$ cat src/rtl/spi_pkg.sv
// ---------------------------------------------------------------------------------------------
// spi_pkg: shared definitions for the SPI mode-0 master.
//   - spi_state_e    : frame-sequencing FSM states
//   - SPI_CPOL/CPHA  : clock polarity / phase implemented by the master (mode 0)
//   - SPI_DATA_WIDTH : default frame width in bits
// ---------------------------------------------------------------------------------------------
package spi_pkg;

    typedef enum logic [2:0] {
        StIdle,
        StSetup,
        StXfer,
        StTail,
        StHold
    } spi_state_e;

    localparam logic SPI_CPOL = 1'b0;
    localparam logic SPI_CPHA = 1'b0;

    localparam int unsigned SPI_DATA_WIDTH = 8;

endpackage

$ cat src/rtl/spi_master_if.sv
// ---------------------------------------------------------------------------------------------
// spi_master_if: user handshake plus SPI pin bundle for spi_master.
//   User side : data_in, data_in_valid, keep_cs (to master); data_out, data_out_valid, busy
//   SPI pins  : sck, cs (active low), mosi (from master); miso (to master)
// Modports:
//   master : the spi_master core
//   slave  : the user logic / peripheral side (drives requests and miso)
// ---------------------------------------------------------------------------------------------
interface spi_master_if
    import spi_pkg::*;
#(
    parameter int unsigned DATA_WIDTH = SPI_DATA_WIDTH
);

    logic [DATA_WIDTH-1:0] data_in;
    logic                  data_in_valid;
    logic                  keep_cs;
    logic [DATA_WIDTH-1:0] data_out;
    logic                  data_out_valid;
    logic                  busy;
    logic                  sck;
    logic                  cs;
    logic                  mosi;
    logic                  miso;

    modport master (
        input  data_in, data_in_valid, keep_cs, miso,
        output data_out, data_out_valid, busy, sck, cs, mosi
    );

    modport slave (
        output data_in, data_in_valid, keep_cs, miso,
        input  data_out, data_out_valid, busy, sck, cs, mosi
    );

endinterface

$ cat src/rtl/spi_sck_divider.sv
// ---------------------------------------------------------------------------------------------
// spi_sck_divider: half-period timer for the SPI clock.
//   clk, rst    : system clock, asynchronous active-high reset
//   i_restart   : clears the count (asserted by the FSM on every state change)
//   o_tick      : high in the last clk cycle of each CLK_DIV-cycle half period
// ---------------------------------------------------------------------------------------------
module spi_sck_divider #(
    parameter int unsigned CLK_DIV = 4
) (
    input  logic clk,
    input  logic rst,
    input  logic i_restart,
    output logic o_tick
);

    // Keep at least one counter bit so CLK_DIV=1 still elaborates; the count then stays 0.
    localparam int unsigned      CntW   = (CLK_DIV > 1) ? $clog2(CLK_DIV) : 1;
    localparam logic [CntW-1:0]  CntMax = CntW'(CLK_DIV - 1);

    logic [CntW-1:0] r_cnt;

    assign o_tick = (r_cnt == CntMax);

    always_ff @(posedge clk or posedge rst) begin
        if (rst) begin
            r_cnt <= '0;
        end else if (i_restart || o_tick) begin
            r_cnt <= '0;
        end else begin
            r_cnt <= r_cnt + 1'b1;
        end
    end

endmodule

$ cat src/rtl/spi_master.sv
// ---------------------------------------------------------------------------------------------
// spi_master: single-clock SPI mode-0 master, one DATA_WIDTH-bit frame (MSB first) per request.
//   clk, rst : system clock, asynchronous active-high reset
//   bus      : spi_master_if.master
//              data_in/data_in_valid/keep_cs : request, accepted only in IDLE or HOLD
//              data_out/data_out_valid       : received word and its one-cycle strobe
//              busy                          : acceptance until frame completion
//              sck/cs/mosi/miso              : SPI pins (sck idles low, cs active low)
// Parameters: CLK_DIV = sck half-period in clk cycles (>=1), DATA_WIDTH = bits per frame (>=2).
// ---------------------------------------------------------------------------------------------
module spi_master
    import spi_pkg::*;
#(
    parameter int unsigned CLK_DIV    = 4,
    parameter int unsigned DATA_WIDTH = SPI_DATA_WIDTH
) (
    input logic          clk,
    input logic          rst,
    spi_master_if.master bus
);

    localparam int unsigned        BitCntW = $clog2(DATA_WIDTH + 1);
    localparam logic [BitCntW-1:0] LastBit = BitCntW'(DATA_WIDTH - 1);

    spi_state_e            r_state, w_state_next;
    logic                  r_sck, w_sck_next;
    logic                  r_keep, w_keep_next;
    logic                  r_dov, w_dov_next;
    logic [DATA_WIDTH-1:0] r_tx, w_tx_next;
    logic [DATA_WIDTH-1:0] r_rx, w_rx_next;
    logic [DATA_WIDTH-1:0] r_dout, w_dout_next;
    logic [BitCntW-1:0]    r_bit_cnt, w_bit_cnt_next;
    logic                  w_tick;
    logic                  w_restart;

    // Every state entry restarts the half-period timer.
    assign w_restart = (w_state_next != r_state);

    spi_sck_divider #(
        .CLK_DIV (CLK_DIV)
    ) u_sck_divider (
        .clk       (clk),
        .rst       (rst),
        .i_restart (w_restart),
        .o_tick    (w_tick)
    );

    always_comb begin
        w_state_next   = r_state;
        w_sck_next     = r_sck;
        w_keep_next    = r_keep;
        w_dov_next     = 1'b0;
        w_tx_next      = r_tx;
        w_rx_next      = r_rx;
        w_dout_next    = r_dout;
        w_bit_cnt_next = r_bit_cnt;

        unique case (r_state)
            StIdle, StHold: begin
                if (bus.data_in_valid) begin
                    w_state_next = StSetup;
                    w_tx_next    = bus.data_in;
                    w_keep_next  = bus.keep_cs;
                end
            end
            StSetup: begin
                // End of setup is the first rising sck edge: sample bit 0.
                if (w_tick) begin
                    w_state_next = StXfer;
                    w_sck_next   = ~SPI_CPOL;
                    w_rx_next    = {r_rx[DATA_WIDTH-2:0], bus.miso};
                end
            end
            StXfer: begin
                if (w_tick) begin
                    if (r_sck == SPI_CPOL) begin
                        w_sck_next = ~SPI_CPOL;
                        w_rx_next  = {r_rx[DATA_WIDTH-2:0], bus.miso};
                    end else begin
                        w_sck_next = SPI_CPOL;
                        if (r_bit_cnt == LastBit) begin
                            // mosi keeps the last bit: no shift on the final fall.
                            if (r_keep) begin
                                w_state_next = StHold;
                                w_dout_next  = r_rx;
                                w_dov_next   = 1'b1;
                            end else begin
                                w_state_next = StTail;
                            end
                        end else begin
                            w_tx_next      = {r_tx[DATA_WIDTH-2:0], 1'b0};
                            w_bit_cnt_next = r_bit_cnt + 1'b1;
                        end
                    end
                end
            end
            StTail: begin
                if (w_tick) begin
                    w_state_next = StIdle;
                    w_tx_next    = '0;
                    w_dout_next  = r_rx;
                    w_dov_next   = 1'b1;
                end
            end
            default: begin
                w_state_next = StIdle;
            end
        endcase

        if (w_restart) begin
            w_bit_cnt_next = '0;
        end
    end

    always_ff @(posedge clk or posedge rst) begin
        if (rst) begin
            r_state   <= StIdle;
            r_sck     <= SPI_CPOL;
            r_keep    <= 1'b0;
            r_dov     <= 1'b0;
            r_tx      <= '0;
            r_rx      <= '0;
            r_dout    <= '0;
            r_bit_cnt <= '0;
        end else begin
            r_state   <= w_state_next;
            r_sck     <= w_sck_next;
            r_keep    <= w_keep_next;
            r_dov     <= w_dov_next;
            r_tx      <= w_tx_next;
            r_rx      <= w_rx_next;
            r_dout    <= w_dout_next;
            r_bit_cnt <= w_bit_cnt_next;
        end
    end

    assign bus.sck            = r_sck;
    assign bus.cs             = (r_state == StIdle);
    assign bus.busy           = (r_state == StSetup) || (r_state == StXfer) || (r_state == StTail);
    assign bus.mosi           = r_tx[DATA_WIDTH-1];
    assign bus.data_out       = r_dout;
    assign bus.data_out_valid = r_dov;

endmodule

$ cat src/flat_wrapper.sv
// flat-port wrapper written by rule: the top's interface ports become plain ports
module spi_master_flat import spi_pkg::*;
#(
    parameter int unsigned CLK_DIV    = 4,
    parameter int unsigned DATA_WIDTH = SPI_DATA_WIDTH
)
  (clk, rst, bus_data_in, bus_data_in_valid, bus_keep_cs, bus_miso, bus_data_out, bus_data_out_valid, bus_busy, bus_sck, bus_cs, bus_mosi);
  spi_master_if #(.DATA_WIDTH(DATA_WIDTH)) bus_i ();
  input logic clk;
  input logic rst;
  input wire logic [$bits(bus_i.data_in)-1:0] bus_data_in;
  input wire logic [$bits(bus_i.data_in_valid)-1:0] bus_data_in_valid;
  input wire logic [$bits(bus_i.keep_cs)-1:0] bus_keep_cs;
  input wire logic [$bits(bus_i.miso)-1:0] bus_miso;
  output wire logic [$bits(bus_i.data_out)-1:0] bus_data_out;
  output wire logic [$bits(bus_i.data_out_valid)-1:0] bus_data_out_valid;
  output wire logic [$bits(bus_i.busy)-1:0] bus_busy;
  output wire logic [$bits(bus_i.sck)-1:0] bus_sck;
  output wire logic [$bits(bus_i.cs)-1:0] bus_cs;
  output wire logic [$bits(bus_i.mosi)-1:0] bus_mosi;
  assign bus_i.data_in = bus_data_in;
  assign bus_i.data_in_valid = bus_data_in_valid;
  assign bus_i.keep_cs = bus_keep_cs;
  assign bus_i.miso = bus_miso;
  assign bus_data_out = bus_i.data_out;
  assign bus_data_out_valid = bus_i.data_out_valid;
  assign bus_busy = bus_i.busy;
  assign bus_sck = bus_i.sck;
  assign bus_cs = bus_i.cs;
  assign bus_mosi = bus_i.mosi;
  spi_master #(.CLK_DIV(CLK_DIV), .DATA_WIDTH(DATA_WIDTH)) u_core (.clk(clk), .rst(rst), .bus(bus_i));
endmodule
$ cat config.mk
export PLATFORM = sky130hd
export DESIGN_NAME = spi_master_flat
export DESIGN_NICKNAME = d
export VERILOG_FILES = /design/src/rtl/spi_pkg.sv /design/src/rtl/spi_master_if.sv /design/src/rtl/spi_sck_divider.sv /design/src/rtl/spi_master.sv /design/src/flat_wrapper.sv
export SDC_FILE = /design/constraint.sdc
export NUM_CORES = 1
export LEC_CHECK = 0
export ABC_AREA = 1
export CAP_MARGIN = 10
export CORE_UTILIZATION = 48
export DETAILED_ROUTE_END_ITERATION = 6
export GPL_TIMING_DRIVEN = 1
export PLACE_DENSITY = 0.85
export SETUP_SLACK_MARGIN = 0.15
export SYNTH_ARGS = -nofsm -noshare
export SYNTH_HDL_FRONTEND = slang
export SYNTH_SLANG_ARGS = --single-unit
$ cat constraint.sdc
create_clock -name clk -period 1.8 [get_ports clk]
set_clock_uncertainty 0.2 [all_clocks]
set_input_delay 0.36 -clock clk [delete_from_list [all_inputs] [get_ports clk]]
set_output_delay 0.36 -clock clk [all_outputs]
set_load 0.03 [all_outputs]
== Yosys cells after proc, flatten, opt, wreduce, memory -nomap -nowiden ==
Cells that the tools add are included.

* Add/subtract/negate cells: 2
* Equal/unequal tests: 17
* Mux-type cells: 40
* Reduce and logical (&&, ||, !) cells: 17

{| class="wikitable"
|+ Operators by type and width
! kind !! number
|-
| $mux W8 || 13
|-
| $pmux W8 S2 || 2
|-
| $pmux W8 S3 || 1
|-
| $mux W3 || 7
|-
| $mux W4 || 5
|-
| $ne A2 B2 Y1 const B || 7
|-
| $pmux W3 S4 || 1
|-
| $reduce_and A6 Y1 || 2
|-
| $reduce_bool A2 Y1 || 5
|-
| $mux W1 || 8
|-
| $reduce_and A4 Y1 || 2
|-
| $eq A3 B2 Y1 const B || 2
|-
| $ne A2 B1 Y1 const B || 3
|-
| $add A4 B1 Y4 const B || 1
|-
| $eq A4 B3 Y1 const B || 1
|-
| $pmux W1 S2 || 2
|-
| $eq A3 B1 Y1 const B || 1
|-
| $eq A3 B3 Y1 const B || 1
|-
| $logic_not A3 Y1 || 1
|-
| $logic_or A1 B1 Y1 || 3
|-
| $ne A3 B3 Y1 || 1
|-
| $reduce_and A3 Y1 || 1
|-
| $reduce_bool A3 Y1 || 1
|-
| $add A2 B1 Y2 const B || 1
|-
| 4 further kinds || 4
|}

* Bits in registers: 36
* Bits of input ports: 13
* Output and inout port bits: 13
* Logic and storage cells: 85

== Longest topological paths before layout ==
Gate-level depths: netlist of run 1.

* Depth after elaboration: 8
* Depth in mapped cells: 10
* Depth with buffers taken out: 9

== Cells and area by module ==
A second synthesis of run 1 with hierarchy kept.

* Cells, all modules: 188
* Area total of the unflattened synthesis: 1664.1 um^2

{| class="wikitable"
|+ Modules (own cells, without submodules)
! module !! instances !! cells an instance !! area each (um^2) !! sequential area each (um^2)
|-
| spi_master || 1 || 178 || 1575.3 || 850.8
|-
| spi_sck_divider || 1 || 10 || 88.8 || 50.0
|}

== Least setup slack after synthesis of run 1 ==
Ideal clock, no wire load.

* Path kind: register -> register
* Start: reg u_core.u_sck_divider.r_cnt[0]
* End: reg u_core.r_dout[1], in the netlist u_core.bus.data_out[1]
* Library setup time: 0.119 ns
* Arrival time: 1.436 ns
* Data required time: 1.481 ns
* Path slack: 0.046 ns
* Stages on the path, launching flop included: 10
* Buffers on the path: 1
* Period minus slack after synthesis: 1.754 ns
* Path through: dfrtp_1 > ha_1 > nand2_1 > inv_2 > nand3_2 > nor2_4 > a21oi_4 > buf_6 > nand2_1 > o21ai_2

* Cells in the longest elaborated chain, start to end: 3
* Elaborated cells on any way between the ends: 4
* Those cells by class: eq/ne: 3; reduce/logical: 1

{| class="wikitable"
|+ RTL lines
! element !! line !! RTL
|-
| from (decl) || spi_sck_divider.sv:20 || <nowiki>logic [CntW-1:0] r_cnt;</nowiki>
|-
| from (signal assigned) || spi_sck_divider.sv:30 || <nowiki>r_cnt <= r_cnt + 1'b1;</nowiki>
|-
| $eq A2 B2 Y1 * || spi_sck_divider.sv:22 || <nowiki>assign o_tick = (r_cnt == CntMax);</nowiki>
|-
| $ne A2 B2 Y1 (no line) || -- ||
|-
| $reduce_and A6 Y1 (no line) * || -- ||
|-
| to (signal assigned) || spi_master.sv:132 || <nowiki>r_dout <= w_dout_next;</nowiki>
|-
| to (decl) || spi_master.sv:31 || <nowiki>logic [DATA_WIDTH-1:0] r_dout, w_dout_next;</nowiki>
|}

Mark *: on every way between the ends. The rest lies on a longest branch, timed or not.
A chain may end at the register's enable or synchronous reset.

== Final worst setup path of run 1 ==
* Start: reg u_core.r_bit_cnt[1]
* End: reg u_core.r_dout[3], in the netlist u_core.bus.data_out[3]

* Cells in the longest elaborated chain, start to end: 3

{| class="wikitable"
|+ RTL lines
! element !! line !! RTL
|-
| from (decl) || spi_master.sv:32 || <nowiki>logic [BitCntW-1:0] r_bit_cnt, w_bit_cnt_next;</nowiki>
|-
| from (signal assigned) || spi_master.sv:133 || <nowiki>r_bit_cnt <= w_bit_cnt_next;</nowiki>
|-
| $eq A4 B3 Y1 || spi_master.sv:81 || <nowiki>if (r_bit_cnt == LastBit) begin</nowiki>
|-
| $ne A2 B1 Y1 (no line) || -- ||
|-
| $reduce_and A6 Y1 (no line) || -- ||
|}

Every way passes these cells.

==> results of run 1 <==
power breakdown:
group          switching (uW)  total (uW)  internal (uW)
combinational            29.4        59.6           30.2
sequential               3.89         819            815
clock                     274         504            230
total                     307        1380           1080
worst max-delay path by stage:
stage,slack (ps),from,endpoint,depth (start not counted)
final,-20,u_core.r_bit_cnt[1],u_core.bus.data_out[3],9
after global routing,-100,u_core.r_bit_cnt[1],u_core.u_sck_divider.r_cnt[0],8
after CTS,6,u_core.r_state[0],bus_cs,4
after detailed placement,20,bus_data_in_valid,u_core.r_tx[6],8
after global placement,40,bus_data_in_valid,u_core.r_tx[6],8
after floorplan,160,u_core.u_sck_divider.r_cnt[0],u_core.bus.data_out[1],9
metal layers:
| metal | vias up | wire, um |
|---|---|---|
| li1 | 731 | - |
| met1 | 762 | 1910 |
| met2 | 50 | 2410 |
| met3 | 16 | 177 |
| met4 | 0 | 201 |
| met5 | - | 0 |
layout by cell type, fill, tap and decap left out, types with 2 or more instances in the layout:
cell type | synthesis | final
a21oi_2 | 0 | 4
buf_12 | 0 | 3
buf_4 | 1 | 21
buf_6 | 3 | 9
clkbuf_16 | 0 | 2
clkbuf_2 | 0 | 9
clkbuf_4 | 0 | 5
clkbuf_8 | 0 | 2
clkdlybuf4s50_1 | 0 | 12
dfrtp_1 | 36 | 33
dfrtp_2 | 0 | 3
inv_1 | 26 | 22
inv_2 | 4 | 6
inv_4 | 0 | 2
nand2_1 | 39 | 23
nand2_2 | 4 | 7
nand2_4 | 1 | 13
nand3_4 | 0 | 3
nand4_1 | 3 | 3
nor2_1 | 13 | 6
nor2_2 | 2 | 3
nor2_4 | 3 | 9
o21ai_0 | 14 | 13
o21ai_1 | 4 | 2
o21ai_2 | 11 | 13
xor2_1 | 2 | 2
through the flow:
step	power (uW)	hold slack [ps]	worst slack, ps	TNS (ps)	util
finish	1380	152	-24.2	-126	0.786
floorplan	854	213	162	0	-
global placement	891	226	43.6	0	0.625
CTS	1380	153	5.83	0	0.725
detailed placement	892	232	17.5	0	0.625
global route	1430	185	-99.9	-1560	0.786
flip-flops by register name, indices dropped and copies added (netlist names):
signal and flops:
u_core.bus.data_out 8, u_core.bus.data_out_valid 1, u_core.bus.sck 1, u_core.r_bit_cnt 4, u_core.r_keep 1, u_core.r_rx 8
u_core.r_state 3, u_core.r_tx 8, u_core.u_sck_divider.r_cnt 2
worst max-delay path: stages, from the launching register on:
cell       delay, ps
dfrtp_1          420
ha_2             210
nand2_2           70
nor2_4           180
nand3_4          110
nor2_4           150
a21oi_4           80
clkbuf_16        180
nand2_4           50
o21ai_2           40
area by class of cell:
type | count | area, sq um | share of cell area
clock buffers | 8 | 68.8 | 0.0256
inverters | 30 | 118 | 0.0438
multi-input cells | 119 | 955 | 0.355
flip-flops and latches | 36 | 905 | 0.337
well taps | 46 | 57.6 | 0.0214
repair buffers | 59 | 583 | 0.217
logic make-up after synthesis:
logic type	after synthesis
XOR/XNOR	3
AO/OA/AOI/OAI	42
buffers and inverters	34
adder cells (fa/ha/maj)	2
flip-flops	36
AND/OR/NAND/NOR	72
timing repair:
action,CTS,global route
setup endpoints to repair,44,45
pin swaps,13,17
setup buffers,12,10
resized for setup,56,54
cloned,2,1
==> impl_metrics.json, run 1 <==
{
  "wl_per_cell_um": 15.8,
  "cts-root-buf": "clkbuf_4",
  "netlist_area_sq_um": 1750,
  "status": "complete, but fails checks",
  "period_share": 1.01,
  "violations": "setup timing",
  "worst_r2r_startpoint": "u_core.r_bit_cnt[1]",
  "num_io_pins": 26,
  "via_count": 1559,
  "dieWidth_um": 62.4,
  "yosysMostFrequentCell": "nand2_1",
  "rows": 21,
  "insertion_delay_ps": 340,
  "first_pass_iters": 4,
  "area_growth_pct": 53.2,
  "synth_mux_area_frac": 0,
  "synthDistinctLibCells": 31,
  "synthCells": 189,
  "via_per_inst": 5.23,
  "grt_pass1_wl_mm": 7.09,
  "ys_ff_latch": 36,
  "cap_violations": 0,
  "use_met1": 0.303,
  "drive_gt1_frac": 0.500,
  "slew_violations": 0,
  "r2r-end": "u_core.bus.data_out[3]",
  "synthArstFlopShare": 1.00,
  "placed_cells": 265,
  "crit_type": "flop to flop",
  "p_leak_uw": 0.00132,
  "reg2reg_depth": 9,
  "ys_seq_area_frac": 0.514,
  "final_area_sq_um": 2690,
  "diodes": 0,
  "grt-ovfl-total": 0,
  "critPathLaunchType": "flop",
  "crit_required_ps": 1830,
  "clock.fmax_ghz": 0.548,
  "nFillCells": 210,
  "clkSlewWorstSetupHoldPaths_ps": 120,
  "synth_compound_area_frac": 0.167,
  "cts_sinks": 36,
  "drc": 0,
  "synth_area_leaders": "dfrtp_1 (51%), nand2_1 (8.4%), inv_1 (5.6%)",
  "grt_use_met3": 0.0547,
  "drtIter0Drc": 100,
  "synth_nets": 204,
  "synth_commonest_cells": "nand2_1 (39), dfrtp_1 (36), inv_1 (26)",
  "arrival_ps": 1860,
  "synth_top_family_by_area": "simple AND/OR/NAND/NOR gates",
  "finalCriticalPeriod_ps": 1820,
  "grt_pass1_vias": 1458,
  "cts_buffers": 5,
  "synth_xor_area_frac": 0.0150,
  "finalSetupViolations": 13,
  "cts_hold_buf": 0,
  "antenna_found_initial": 0,
  "synth-edff-count": 0,
  "end_kind": "flop",
  "rsz0062_at_grt": "true",
  "core_area_sq_um": 3420,
  "worstMarginPinSlew_ps": 473,
  "hold_viol": 0,
  "io_buffers": 25,
  "cts_buffer_depth": 2,
  "power_density_nw_per_um2": 515,
  "fin_ws_ps": -24.2,
  "grt_max_degree": 37,
  "totalWireLength_mm": 4.70,
  "die_h_um": 62.4,
  "antenna_left": 0,
  "syn_area_per_cell_sq_um": 9.27,
  "synth-adder-area-share": 0.0143,
  "cts_max_level": 2,
  "r2r_slack_ps": -20,
  "grtUsageMet2": 0.387,
  "finalNetCount": 266,
  "ys.flop_type": "dfrtp_1",
  "instances_no_fill": 298,
  "synth_top_area_share": 0.514,
  "initial_core_util": 0.513,
  "grt-busiest-layer": "met2",
  "synth-simple-area-share": 0.202,
  "cts_tree": "done",
  "synth_top_area_cell": "dfrtp_1",
  "grt_usage": 0.234,
  "place.gp.congestion": 0.857,
  "yosysWarnings": 0,
  "hpwlAfterDp_mm": 2.26,
  "min_path_type": "input port to async pin",
  "crit_fanout": 4,
  "placedInstanceArea_sq_um": 2130,
  "die_area_sq_um": 3900,
  "peakVddDrop_mv": 0.541,
  "slew_headroom": 0.681
}
No activity file was read; power rests on OpenSTA's default activity.
==> run 2: changes to the inputs <==
Settings changed: ABC_AREA 1 to not set.
==> run 2 against run 1 <==
The flow still finishes with violations (setup timing). Non-clock buffer count up 4. Power grew 11%. Via count shrank 5.1%. Sequential power increased by 0.7%. Cell count fell by 14%. Die area shrank 3.2%. Hold slack got worse by 22 ps. Synthesized cell count down 22%. Combinational power grew 2%. Sequential share of layout area shrank 0.33 points. Wire length is 13% higher. Critical endpoint unchanged. Largest power group unchanged. Highest routed layer unchanged.
==> impl_metrics.json, run 2 <==
{
  "violations": "setup timing",
  "io_buffers": 25,
  "layout_commonest_cell": "dfrtp_1",
  "min_path_type": "input port to async pin",
  "grt_usage": 0.248,
  "clkPwrFrac": 0.421,
  "cts-root-buf": "clkbuf_4",
  "finalSetupViolations": 33,
  "grt_max_degree": 37,
  "period_share": 1.10,
  "critPathLaunchType": "flop",
  "cts_hold_buf": 0,
  "drtIter0Drc": 95,
  "drive_gt1_frac": 0.607,
  "grt_pass1_vias": 1445,
  "antenna_found_initial": 0,
  "die_area_sq_um": 3770,
  "r2r_slack_ps": -180,
  "area_growth_pct": 59.8,
  "reg2reg_depth": 5,
  "cts_buffers": 5,
  "synth-edff-count": 0,
  "die_h_um": 61.4,
  "pre_cts_ws_ps": -187,
  "arrival_ps": 2010,
  "crit_required_ps": 1830,
  "intPower_uw": 1220,
  "synth_top_area_cell": "dfrtp_1",
  "via_count": 1480,
  "finalPower_uw": 1530,
  "first_pass_iters": 4,
  "ys_ff_latch": 36,
  "synth_area_leaders": "dfrtp_1 (53%), mux2_2 (12%), a21oi_1 (6.5%)",
  "p_leak_uw": 0.00119,
  "synth_nets": 163,
  "syn_area_per_cell_sq_um": 11.5,
  "diodes": 0,
  "p_comb_frac": 0.040,
  "nFillCells": 196,
  "yosysWarnings": 0,
  "fin_ws_ps": -179,
  "final_area_sq_um": 2710,
  "netlist_area_sq_um": 1700,
  "status": "complete, but fails checks",
  "p_switching_uw": 308,
  "crit_type": "flop to flop",
  "peakVddDrop_mv": 0.491,
  "synthDistinctLibCells": 34,
  "critPathLaunch": "u_core.r_state[1]",
  "finalNetCount": 225,
  "drc": 0,
  "slew_headroom": 0.790,
  "end_kind": "flop",
  "clock.fmax_ghz": 0.505,
  "dieWidth_um": 61.4,
  "final_cell_mix": "dfrtp_1 (34), buf_4 (22), mux2_2 (15)",
  "crit_end": "u_core.bus.data_out[3]",
  "power_density_nw_per_um2": 565,
  "num_io_pins": 26,
  "finalCriticalPeriod_ps": 1980,
  "clkSlewWorstSetupHoldPaths_ps": 130,
  "place.gp.congestion": 0.775,
  "ys_seq_area_frac": 0.531,
  "core_area_sq_um": 3360,
  "rsz0062_at_grt": "true",
  "synth_top_area_share": 0.531,
  "placedInstanceArea_sq_um": 2120,
  "r2r-end": "u_core.bus.data_out[3]",
  "via_per_inst": 5.76,
  "cts_sinks": 36,
  "grt_pass1_wl_mm": 6.51,
  "crit_fanout": 10,
  "final_core_util": 0.805,
  "cts_tree": "done",
  "cts_max_level": 2,
  "synthCells": 148,
  "grt-ovfl-total": 0,
  "cap_violations": 0,
  "setup_tns_ps": -3180,
  "wl_per_cell_um": 20.7,
  "synth_commonest_cells": "dfrtp_1 (36), a21oi_1 (22), mux2_2 (18)",
  "seq_power_share": 0.539,
  "p_sw_frac": 0.201,
  "yosysMostFrequentCell": "dfrtp_1",
  "hold_viol": 0,
  "hpwlAfterDp_mm": 2.39,
  "ys.flop_type": "dfrtp_1",
  "worstMarginPinSlew_ps": 314,
  "initial_core_util": 0.504,
  "antenna_left": 0,
  "slew_violations": 0,
  "cts_buffer_depth": 2,
  "rows": 21,
  "totalWireLength_mm": 5.33,
  "worst_r2r_startpoint": "u_core.r_state[1]",
  "insertion_delay_ps": 360,
  "synthArstFlopShare": 1.00
}
==> run 2: cell types whose count changed after synthesis, sizes merged, moves of 3 or more <==
cell | previous run | this run
nor2 | 18 | 14
mux2 | 0 | 18
nand4 | 3 | 0
nor3 | 1 | 5
a21oi | 6 | 22
nand2 | 44 | 3
nor3b | 0 | 8
inv | 30 | 5
o21ai | 29 | 5
==> run 2: power by group through the flow <==
stage | sequential, uW | clock (uW) | combinational, uW
2_1_floorplan | 838 | 0 | 22.3
3_3_place_gp | 840 | 0 | 58.0
3_5_place_dp | 841 | 0 | 59.7
4_1_cts | 825 | 655 | 59.8
5_1_grt | 827 | 688 | 67.1
6_report | 825 | 645 | 60.6
==> run 2: final cells by class <==
class,count,area [sq um],area share
clock buffers,7,65.1,0.0240
clock inverters,1,30.0,0.0111
inverters,5,21.3,0.00785
multi-input cells,99,978,0.361
flip-flops and latches,36,903,0.333
well taps,46,57.6,0.0212
repair buffers,63,653,0.241
==> run 2: worst min path at each step <==
stage,slack (ps),to
final,130,u_core.u_sck_divider.r_cnt[0]
after CTS,140,u_core.r_tx[5]
after floorplan,220,u_core.u_sck_divider.r_cnt[0]
after global placement,240,u_core.u_sck_divider.r_cnt[0]
after global routing,160,u_core.u_sck_divider.r_cnt[0]
after detailed placement,240,u_core.u_sck_divider.r_cnt[0]
==> run 2: per-layer routing <==
metal / global-route usage / routed length [um] / vias up
met5: 0 / 0 / -
met4: 0.159 / 334 / 0
met3: 0.0735 / 228 / 32
met2: 0.418 / 2880 / 60
met1: 0.275 / 1890 / 738
li1: - / - / 650
==> run 2: cell families (layout without fill, tap and decap cells) <==
kind of cell | after synthesis | count (layout) | synth area share
mux | 19 | 19 | 0.125
simple gates | 46 | 46 | 0.163
compound gates | 32 | 32 | 0.124
buf+inv | 13 | 76 | 0.0413
fa+ha+maj | 2 | 2 | 0.0148
flops | 36 | 36 | 0.531
==> run 2: timing repair <==
action                                  CTS  global route
pin swaps                                13            15
setup buffers                            20             4
gates cloned                              0             1
endpoints found under the setup margin   45            40
gates resized for setup                  65            42
==> run 2: per-stage QoR <==
stage	hold WS (ps)	cells
after floorplan	220	148
after global routing	162	257
after CTS	141	252
final	130	257
after detailed placement	241	224
after global placement	236	224
==> run 2: critical path, stage by stage, from the launching register on <==
cell and delay (ps):
dfrtp_1 380, buf_4 180, or2b_4 320, nor3_4 270, buf_12 170, mux2_2 330
==> run 3: changes to the inputs <==
Settings changed: SKIP_LAST_GASP set to 1.
==> run 3 against run 2 <==
The flow still finishes with violations (setup timing). Sequential share of layout area is 1.4 points higher. Global-route usage is 0.13 points higher. Sequential power hardly changed. Die area stayed put. Wire length is 12% lower. Hold slack better by 26 ps. Combinational power is 2% lower. Count of clock-buffer cells in the layout stayed put. Fmax is 2.9% higher. Register-to-register slack better by 60 ps. First-iteration DRC count is 1.1% higher.
==> impl_metrics.json, run 3 (synthesis gave the netlist of run 2 again) <==
{
  "clkSlewWorstSetupHoldPaths_ps": 110,
  "violations": "setup timing",
  "clkPwrFrac": 0.417,
  "rsz0062_at_grt": "true",
  "seq_power_share": 0.544,
  "final_area_sq_um": 2600,
  "core_area_sq_um": 3360,
  "insertion_delay_ps": 340,
  "clock.fmax_ghz": 0.520,
  "final_cell_mix": "dfrtp_1 (34), buf_4 (23), a21oi_1 (18)",
  "cts-root-buf": "clkbuf_4",
  "finalSetupViolations": 33,
  "cts_max_level": 2,
  "placedInstanceArea_sq_um": 2120,
  "place.gp.congestion": 0.775,
  "crit_fanout": 8,
  "area_growth_pct": 53.3,
  "p_leak_uw": 0.00116,
  "diodes": 0,
  "r2r_slack_ps": -120,
  "drive_gt1_frac": 0.517,
  "status": "complete, but fails checks",
  "p_sw_frac": 0.195,
  "drc": 0,
  "worstMarginPinSlew_ps": 316,
  "finalCriticalPeriod_ps": 1920,
  "antenna_found_initial": 0,
  "hold_viol": 0,
  "via_per_inst": 5.61,
  "rows": 21,
  "reg2reg_depth": 7,
  "totalWireLength_mm": 4.67,
  "cts_tree": "done",
  "crit_required_ps": 1870,
  "layout_commonest_cell": "dfrtp_1",
  "power_density_nw_per_um2": 584,
  "grt_pass1_wl_mm": 6.54,
  "drtIter0Drc": 96,
  "die_h_um": 61.4,
  "initial_core_util": 0.504,
  "dieWidth_um": 61.4,
  "grt_usage": 0.249,
  "num_io_pins": 26,
  "p_switching_uw": 295,
  "grt_max_degree": 37,
  "min_path_type": "input port to async pin",
  "cts_buffer_depth": 2,
  "intPower_uw": 1220,
  "cap_violations": 0,
  "grt-ovfl-total": 0,
  "slew_violations": 0,
  "grt_pass1_vias": 1436,
  "r2r-end": "u_core.r_tx[0]",
  "die_area_sq_um": 3770,
  "end_kind": "flop",
  "finalNetCount": 225,
  "via_count": 1442,
  "first_pass_iters": 4,
  "fin_ws_ps": -124,
  "hpwlAfterDp_mm": 2.39,
  "cts_sinks": 36,
  "cts_buffers": 5,
  "p_comb_frac": 0.039,
  "setup_tns_ps": -2170,
  "arrival_ps": 1990,
  "cts_hold_buf": 0,
  "antenna_left": 0,
  "period_share": 1.07,
  "io_buffers": 25,
  "slew_headroom": 0.788,
  "peakVddDrop_mv": 0.480,
  "crit_type": "flop to flop",
  "wl_per_cell_um": 18.2,
  "worst_r2r_startpoint": "u_core.u_sck_divider.r_cnt[0]",
  "critPathLaunchType": "flop"
}
==> run 3: cell counts in the layout (fill, tap and decap cells not counted) <==
Identical to the previous run, type by type.
==> run 3: metrics by stage <==
step           power, uW  utilization  worst slack (ps)  std cells  hold slack [ps]
6_report            1520        0.773              -124        257              156
5_1_grt             1570        0.773              -181        257              175
4_1_cts             1540        0.747             -91.5        252              141
3_5_place_dp         901        0.631              -187        224              241
3_3_place_gp         898        0.631              -126        224              236
2_1_floorplan        861            -             -69.8        148              220
==> run 3: how the worst max path moves through the flow <==
stage / start / end / slack (ps) / cells after the start
global route: u_core.u_sck_divider.r_cnt[0] / u_core.r_tx[2] / -180 / 7
CTS: u_core.r_state[0] / bus_cs / -90 / 4
floorplan: u_core.r_bit_cnt[0] / u_core.bus.data_out[0] / -70 / 5
finish: u_core.u_sck_divider.r_cnt[0] / u_core.r_tx[0] / -120 / 7
global placement: bus_data_in_valid / u_core.r_tx[0] / -130 / 5
detailed placement: bus_data_in_valid / u_core.r_tx[0] / -190 / 5
==> run 3: final cells by class <==
type                            instances  area [sq um]
Clock buffer                            7          65.1
Clock inverter                          1          30.0
Fill cell                             215           764
Inverter                                5          21.3
Multi-Input combinational cell         99           872
Sequential cell                        36           903
Tap cell                               46          57.6
Timing Repair Buffer                   63           649
==> run 3: critical path: stages, from the launching register on <==
cell	delay (ps)
dfrtp_1	430
ha_4	190
buf_6	110
nand4b_1	220
o221ai_4	350
buf_12	160
nand3_1	90
o21ai_1	110
==> run 3: per-layer routing <==
| layer | track usage | vias up | wire (um) |
|---|---|---|---|
| li1 | - | 650 | - |
| met5 | 0 | - | 0 |
| met2 | 0.421 | 53 | 2520 |
| met4 | 0.156 | 0 | 157 |
| met1 | 0.277 | 720 | 1770 |
| met3 | 0.0735 | 19 | 218 |
==> run 3: power by group through the flow <==
stage | Sequential [uW] | Clock [uW] | Combinational (uW)
after floorplan | 838 | 0 | 22.3
after global placement | 840 | 0 | 58.0
after detailed placement | 841 | 0 | 59.7
after CTS | 825 | 655 | 59.8
after global routing | 827 | 682 | 65.8
final | 825 | 633 | 59.4
==> run 3: what timing repair did <==
item                       CTS  global route
gates resized for setup     61            18
cloned                       0             1
pin swaps                   12            11
setup buffers               20             4
setup endpoints to repair   45            39
==> variant 1 (flow settings as in run 2) <==
Make the reset (`rst`) synchronous in 2 clocked blocks. Comments in the files are not updated.
--- a/src/rtl/spi_sck_divider.sv
+++ b/src/rtl/spi_sck_divider.sv
@@ -21,7 +21,7 @@
 
     assign o_tick = (r_cnt == CntMax);
 
-    always_ff @(posedge clk or posedge rst) begin
+    always_ff @(posedge clk) begin
         if (rst) begin
             r_cnt <= '0;
         end else if (i_restart || o_tick) begin
--- a/src/rtl/spi_master.sv
+++ b/src/rtl/spi_master.sv
@@ -112,7 +112,7 @@
         end
     end
 
-    always_ff @(posedge clk or posedge rst) begin
+    always_ff @(posedge clk) begin
         if (rst) begin
             r_state   <= StIdle;
             r_sck     <= SPI_CPOL;
Check against the original RTL: differs if rst is asserted again (counterexample within 4 cycles, from zero or initial values and one cycle with rst high); with rst held inactive, the same outputs for 10 cycles.
==> variant 1 against run 2 <==
  * Fmax grew 10%
  * Wire length is 12% higher
  * Global-route usage increased by 1.2 points
  * Hold slack improved by 110 ps
  * Worst setup slack improved by 180 ps
  * Core utilization up 1.3 points
  * Sequential cell count did not move
  * Critical endpoint is now u_core.r_tx[7]
  * Final area is 4.0% higher
  * Area after synthesis up 4.6%
  * Highest routed layer unchanged
  * Count of clock-buffer cells in the layout down 1
Power is not compared: it rests on default switching activity, and its combinational part moved more than twofold at a synthesized area within 25%.
==> variant 1: results (changes against run 2) <==
| Metric | Value |
|---|---|
| Final #Nets | 277 (+23%) |
| Iter 0 DRT Violations | 101 (+6.3%) |
| Vias in the first global route | 1674 (+16%) |
| Delay-heaviest family, CP | compound AO/OA/AOI/OAI gates |
| Layout cells sized above 1 | 0.441 (-0.166) |
| Max IR drop VDD | 0.652 mV |
| Clk_lat worst skew | 310 ps (-50 ps) |
| Arrival @ worst endpoint | 1830 ps (-180 ps) |
| Top post-synthesis cells by area | dfxtp_1 (41%), mux2i_1 (10%), a21oi_1 (5.1%), o21ai_0 (4.8%), nand3b_1 (3.8%) |
| Post-Syn Area per Cell | 9.48 sq um (-17%) |
| CP max FO | 8 (-2) |
| Worst slew margin | 0.761 (-0.0283) |
| Routability cong. | 0.756 (-2.4%) |
| Commonest cells post-synth | dfxtp_1 (36), a21oi_1 (18), mux2i_1 (18), o21ai_0 (17), nor2_1 (16) |
| H-Tree Depth | 2 (unchanged) |
| Drt wl/cell | 19.3 um (-7.0%) |
| Max incr delay on CP | 340 ps (-40 ps) |
| Fill cell count | 170 (-13%) |
| Register area share after synthesis | 0.406 (-0.125) |
| Clock Tree Buf Depth | 2 (unchanged) |
| First-pass GRT wire length | 7810 um (+20%) |
| Post-synth cell types | 40 (+18%) |
| Initial antenna violation count | 0 (unchanged) |
| First-pass DRT Iterations | 4 (unchanged) |
| Outcome | finished clean |
| Routed via count | 1788 (+21%) |
| Post-place setup slack | -427 ps (-239 ps) |
| Syn. warnings | 0 (unchanged) |
| Post-synth net total | 202 (+24%) |
| Worst hold path class | flip-flop to flip-flop |
| Hold buffer count at CTS | 0 (unchanged) |
| Number of port buffers | 25 (unchanged) |
| Total GRT Usage | 0.260 (+0.0120) |
| Leakage power | between 1 and 1.5 nW |
| Async S/R FF share, synth | 0 (-1.00) |
| Pin count of the biggest net entering global routing | 25 (-32%) |
| Cells after DPL | 268 (+20%) |
| Total CTS buffers | 5 (unchanged) |
| Clk pin slew, worst setup/hold paths | 90 ps (-40 ps) |
| Crit-path slowest cell | dfxtp_2 |
| Post-DP Area | 0.00223 sq mm (+4.8%) |
| DP HPWL | 2460 um (+2.9%) |
| Antenna cells | 0 (unchanged) |
| Clk root buf | clkbuf_8 |
| Vias per cell | 5.79 (+0.48%) |
[variant 1: logic make-up (layout without fill, tap and decap cells)]
group           count (synthesis)  count (layout)  synth area share
compound gates                 44              44             0.145
fa+ha+maj                       2               2            0.0141
mux                            19              19             0.108
buf+inv                        15              90            0.0635
xor+xnor                        2               2           0.00988
simple gates                   69              70             0.253
flops                          36              36             0.406
[variant 1: cell type report]
class                      count  area, sq um  share of cell area
clock buffer                   6         72.6              0.0258
inverter                       1         3.75             0.00133
clock inverter                 2         35.0              0.0124
sequential                    36          736               0.261
tap                           46         57.6              0.0204
multi-input combinational    137         1140               0.404
timing repair buffer          81          773               0.275
[variant 1: metal layers]
metal  track usage  vias to the layer above  routed length [um]
li1              -                      816                   -
met1         0.301                      865                2470
met2         0.432                       88                2980
met3        0.0785                       19                 353
met4         0.131                        0                 159
met5             0                        -                   0
[variant 1: metrics by stage]
step | utilization | power, W | TNS (ps) | hold slack [ps]
6_report | 0.818 | 0.00190 | 0 | 240
3_3_place_gp | 0.647 | 0.00105 | -4220 | 219
2_1_floorplan | - | 0.000980 | 0 | 212
5_1_grt | 0.818 | 0.00197 | -226 | 248
4_1_cts | 0.769 | 0.00183 | 0 | 242
3_5_place_dp | 0.647 | 0.00105 | -4770 | 224
[variant 1: repair_timing]
| action | CTS | global route |
|---|---|---|
| resized for setup | 56 | 27 |
| endpoints found under the setup margin | 44 | 34 |
| cloned | 3 | 0 |
| buffers inserted | 20 | 10 |
| pin swaps | 24 | 29 |
[variant 1: final timing paths]
kind	start	to	cells past startpoint	slack, ps
max reg2reg	u_core.u_sck_divider.r_cnt[0]	u_core.r_tx[7]	7	0.4
min reg2reg	u_core.u_sck_divider.r_cnt[0]	u_core.u_sck_divider.r_cnt[0]	1	240
min	u_core.u_sck_divider.r_cnt[0]	u_core.u_sck_divider.r_cnt[0]	1	240
max	u_core.u_sck_divider.r_cnt[0]	u_core.r_tx[7]	7	0.4
[variant 1: power by group]
group / internal (W) / switching, W / total [W]
combinational: 0.000191 / 0.000155 / 0.000347
sequential: 0.000815 / 0.0000203 / 0.000836
clock: 0.000411 / 0.000309 / 0.000720
total: 0.00142 / 0.000484 / 0.00190
==> variant 2 (config.mk and constraints of run 2) <==
Without the edit above. `CLK_DIV` is set to 4 in 3 places; all go to 16.
--- a/src/rtl/spi_sck_divider.sv
+++ b/src/rtl/spi_sck_divider.sv
@@ -5,7 +5,7 @@
 //   o_tick      : high in the last clk cycle of each CLK_DIV-cycle half period
 // ---------------------------------------------------------------------------------------------
 module spi_sck_divider #(
-    parameter int unsigned CLK_DIV = 4
+    parameter int unsigned CLK_DIV = 16
 ) (
     input  logic clk,
     input  logic rst,
--- a/src/rtl/spi_master.sv
+++ b/src/rtl/spi_master.sv
@@ -11,7 +11,7 @@
 module spi_master
     import spi_pkg::*;
 #(
-    parameter int unsigned CLK_DIV    = 4,
+    parameter int unsigned CLK_DIV    = 16,
     parameter int unsigned DATA_WIDTH = SPI_DATA_WIDTH
 ) (
     input logic          clk,
--- a/src/flat_wrapper.sv
+++ b/src/flat_wrapper.sv
@@ -1,7 +1,7 @@
 // flat-port wrapper written by rule: the top's interface ports become plain ports
 module spi_master_flat import spi_pkg::*;
 #(
-    parameter int unsigned CLK_DIV    = 4,
+    parameter int unsigned CLK_DIV    = 16,
     parameter int unsigned DATA_WIDTH = SPI_DATA_WIDTH
 )
   (clk, rst, bus_data_in, bus_data_in_valid, bus_keep_cs, bus_miso, bus_data_out, bus_data_out_valid, bus_busy, bus_sck, bus_cs, bus_mosi);
Formal check against the unedited RTL: not equivalent (a bounded check fails within 10 cycles, from zero or initial values and one cycle with rst high).
==> variant 2 against run 2 <==
  * The run still ends with setup timing left
  * Worst setup slack gained 120 ps
  * Wire length grew 0.64%
  * Sequential cell count grew 2
  * Final area grew 1.7%
  * Area after synthesis grew 9.4%
  * Largest cell class unchanged
Power is not compared: it rests on default switching activity, and its combinational part moved more than twofold at a synthesized area within 25%.
==> variant 2: results (changes against run 2) <==
| Metric | Value |
|---|---|
| Final wirelength | 5360 um (+0.64%) |
| Most common cell after layout, fill and taps aside | dfrtp_1 |
| Routability cong. | 0.777 (+0.19%) |
| Final #Nets | 238 (+5.8%) |
| Top post-synthesis cells by area | dfrtp_1 (51%), mux2_2 (11%), mux2i_1 (3.8%), nor3b_1 (3.6%), a21oi_1 (3.2%) |
| Arrival @ worst endpoint | 1850 ps (-160 ps) |
| Routed via count | 1548 (+4.6%) |
| Clk pin slew, worst setup/hold paths | 80 ps (-50 ps) |
| Clock Tree Buf Depth | 2 (unchanged) |
| Post-synth cell types | 45 (+32%) |
| Clk root buf | clkbuf_8 |
| Layout cells sized above 1 | 0.473 (-0.133) |
| Post-synth net total | 174 (+6.7%) |
| Syn. warnings | 0 (unchanged) |
| Register area share after synthesis | 0.512 (-0.0189) |
| Fill cell count | 241 (+23%) |
| Post-DP Area | 0.00227 sq mm (+7.0%) |
| Initial antenna violation count | 0 (unchanged) |
| Number of port buffers | 25 (unchanged) |
| Leakage power | between 1 and 1.5 nW |
| Worst slew margin | 0.774 (-0.0152) |
| Total CTS buffers | 5 (unchanged) |
| H-Tree Depth | 2 (unchanged) |
| Max IR drop VDD | around 0.77 mV |
| Post-route setup slack | -62.3 ps (+117 ps) |
| Async S/R FF share, synth | 1.00 (unchanged) |
| Total GRT Usage | 0.272 (+0.0241) |
| CP max FO | 4 (-6) |
| Clk_lat worst skew | 300 ps (-60 ps) |
| DP HPWL | 2690 um (+12%) |
| Iter 0 DRT Violations | 123 (+29%) |
| First-pass GRT wire length | 8230 um (+27%) |
| Final Setup Violations | 12 (-64%) |
| Pin count of the biggest net entering global routing | 39 (+5.4%) |
| Violated checks | setup timing |
| Antenna cells | 0 (unchanged) |
| Outcome | finished with violations |
| Commonest cells post-synth | dfrtp_1 (38), mux2_2 (18), a21oi_1 (12), inv_1 (10), nor3b_1 (9) |
| Vias in the first global route | 1638 (+13%) |
| Worst hold path class | primary input to asynchronous set/reset pin |
[variant 2: worst paths after layout]
check	startpoint	to	depth (start not counted)
worst max-delay path	u_core.r_bit_cnt[1]	u_core.bus.data_out[5]	5
worst min-delay path	rst	u_core.r_tx[7]	3
worst max register to register	u_core.r_bit_cnt[1]	u_core.bus.data_out[5]	5
worst min register to register	u_core.bus.data_out[5]	u_core.bus.data_out[5]	1
max in group asynchronous	rst	u_core.bus.sck	3
min in group clk	u_core.bus.data_out[5]	u_core.bus.data_out[5]	1
[variant 2: timing repair]
action                                  in CTS  in global routing
gates resized for setup                     44                 14
gates cloned                                 1                  0
pin swaps                                   12                  7
buffers inserted                            20                  6
endpoints found under the setup margin      46                 41
[variant 2: metrics by stage]
stage | setup TNS, ps | hold slack (ps) | std cells | total power (W) | worst slack [ps]
2_1_floorplan | 0 | 242 | 159 | 0.00215 | 58.0
3_3_place_gp | 0 | 255 | 237 | 0.00247 | 22.4
3_5_place_dp | -388 | 273 | 237 | 0.00255 | -53.9
4_1_cts | -175 | 230 | 266 | 0.00354 | -29.5
5_1_grt | -1190 | 248 | 272 | 0.00392 | -108
6_report | -501 | 225 | 272 | 0.00374 | -62.3
[variant 2: layout make-up]
cell class | count | share of cell area
inverter | 10 | 0.0136
sequential | 38 | 0.347
multi-input combinational | 105 | 0.371
clock buffer | 7 | 0.0313
clock inverter | 1 | 0.00182
timing repair buffer | 63 | 0.214
tap | 48 | 0.0218
[variant 2: per-layer routing]
layer	wire, um	global-route usage	vias to the layer above	share of wire
met3	265	0.0696	11	0.049
met5	0	0	-	0
met4	97	0.108	0	0.018
li1	-	-	688	-
met2	2820	0.471	59	0.53
met1	2170	0.322	790	0.41
[variant 2: power breakdown]
group | switching, W | internal, W
Combinational | 0.000903 | 0.000880
Sequential | 0.000228 | 0.00111
Clock | 0.000313 | 0.000309
Total | 0.00144 | 0.00230
[variant 2: kinds of logic after synthesis]
logic type | count (synthesis) | synth area share
AO/OA/AOI/OAI | 24 | 0.0863
XOR/XNOR | 3 | 0.0142
adder cells (fa/ha/maj) | 2 | 0.0135
buffers and inverters | 17 | 0.0459
flip-flops | 38 | 0.512
multiplexers | 26 | 0.153
AND/OR/NAND/NOR | 49 | 0.175
[variant 2: critical path: stages, from the launching register on]
cell and delay, ps:
dfrtp_1 410, ha_2 200, and4b_2 280, a21oi_4 280
nor2_4 100, mux2_2 270
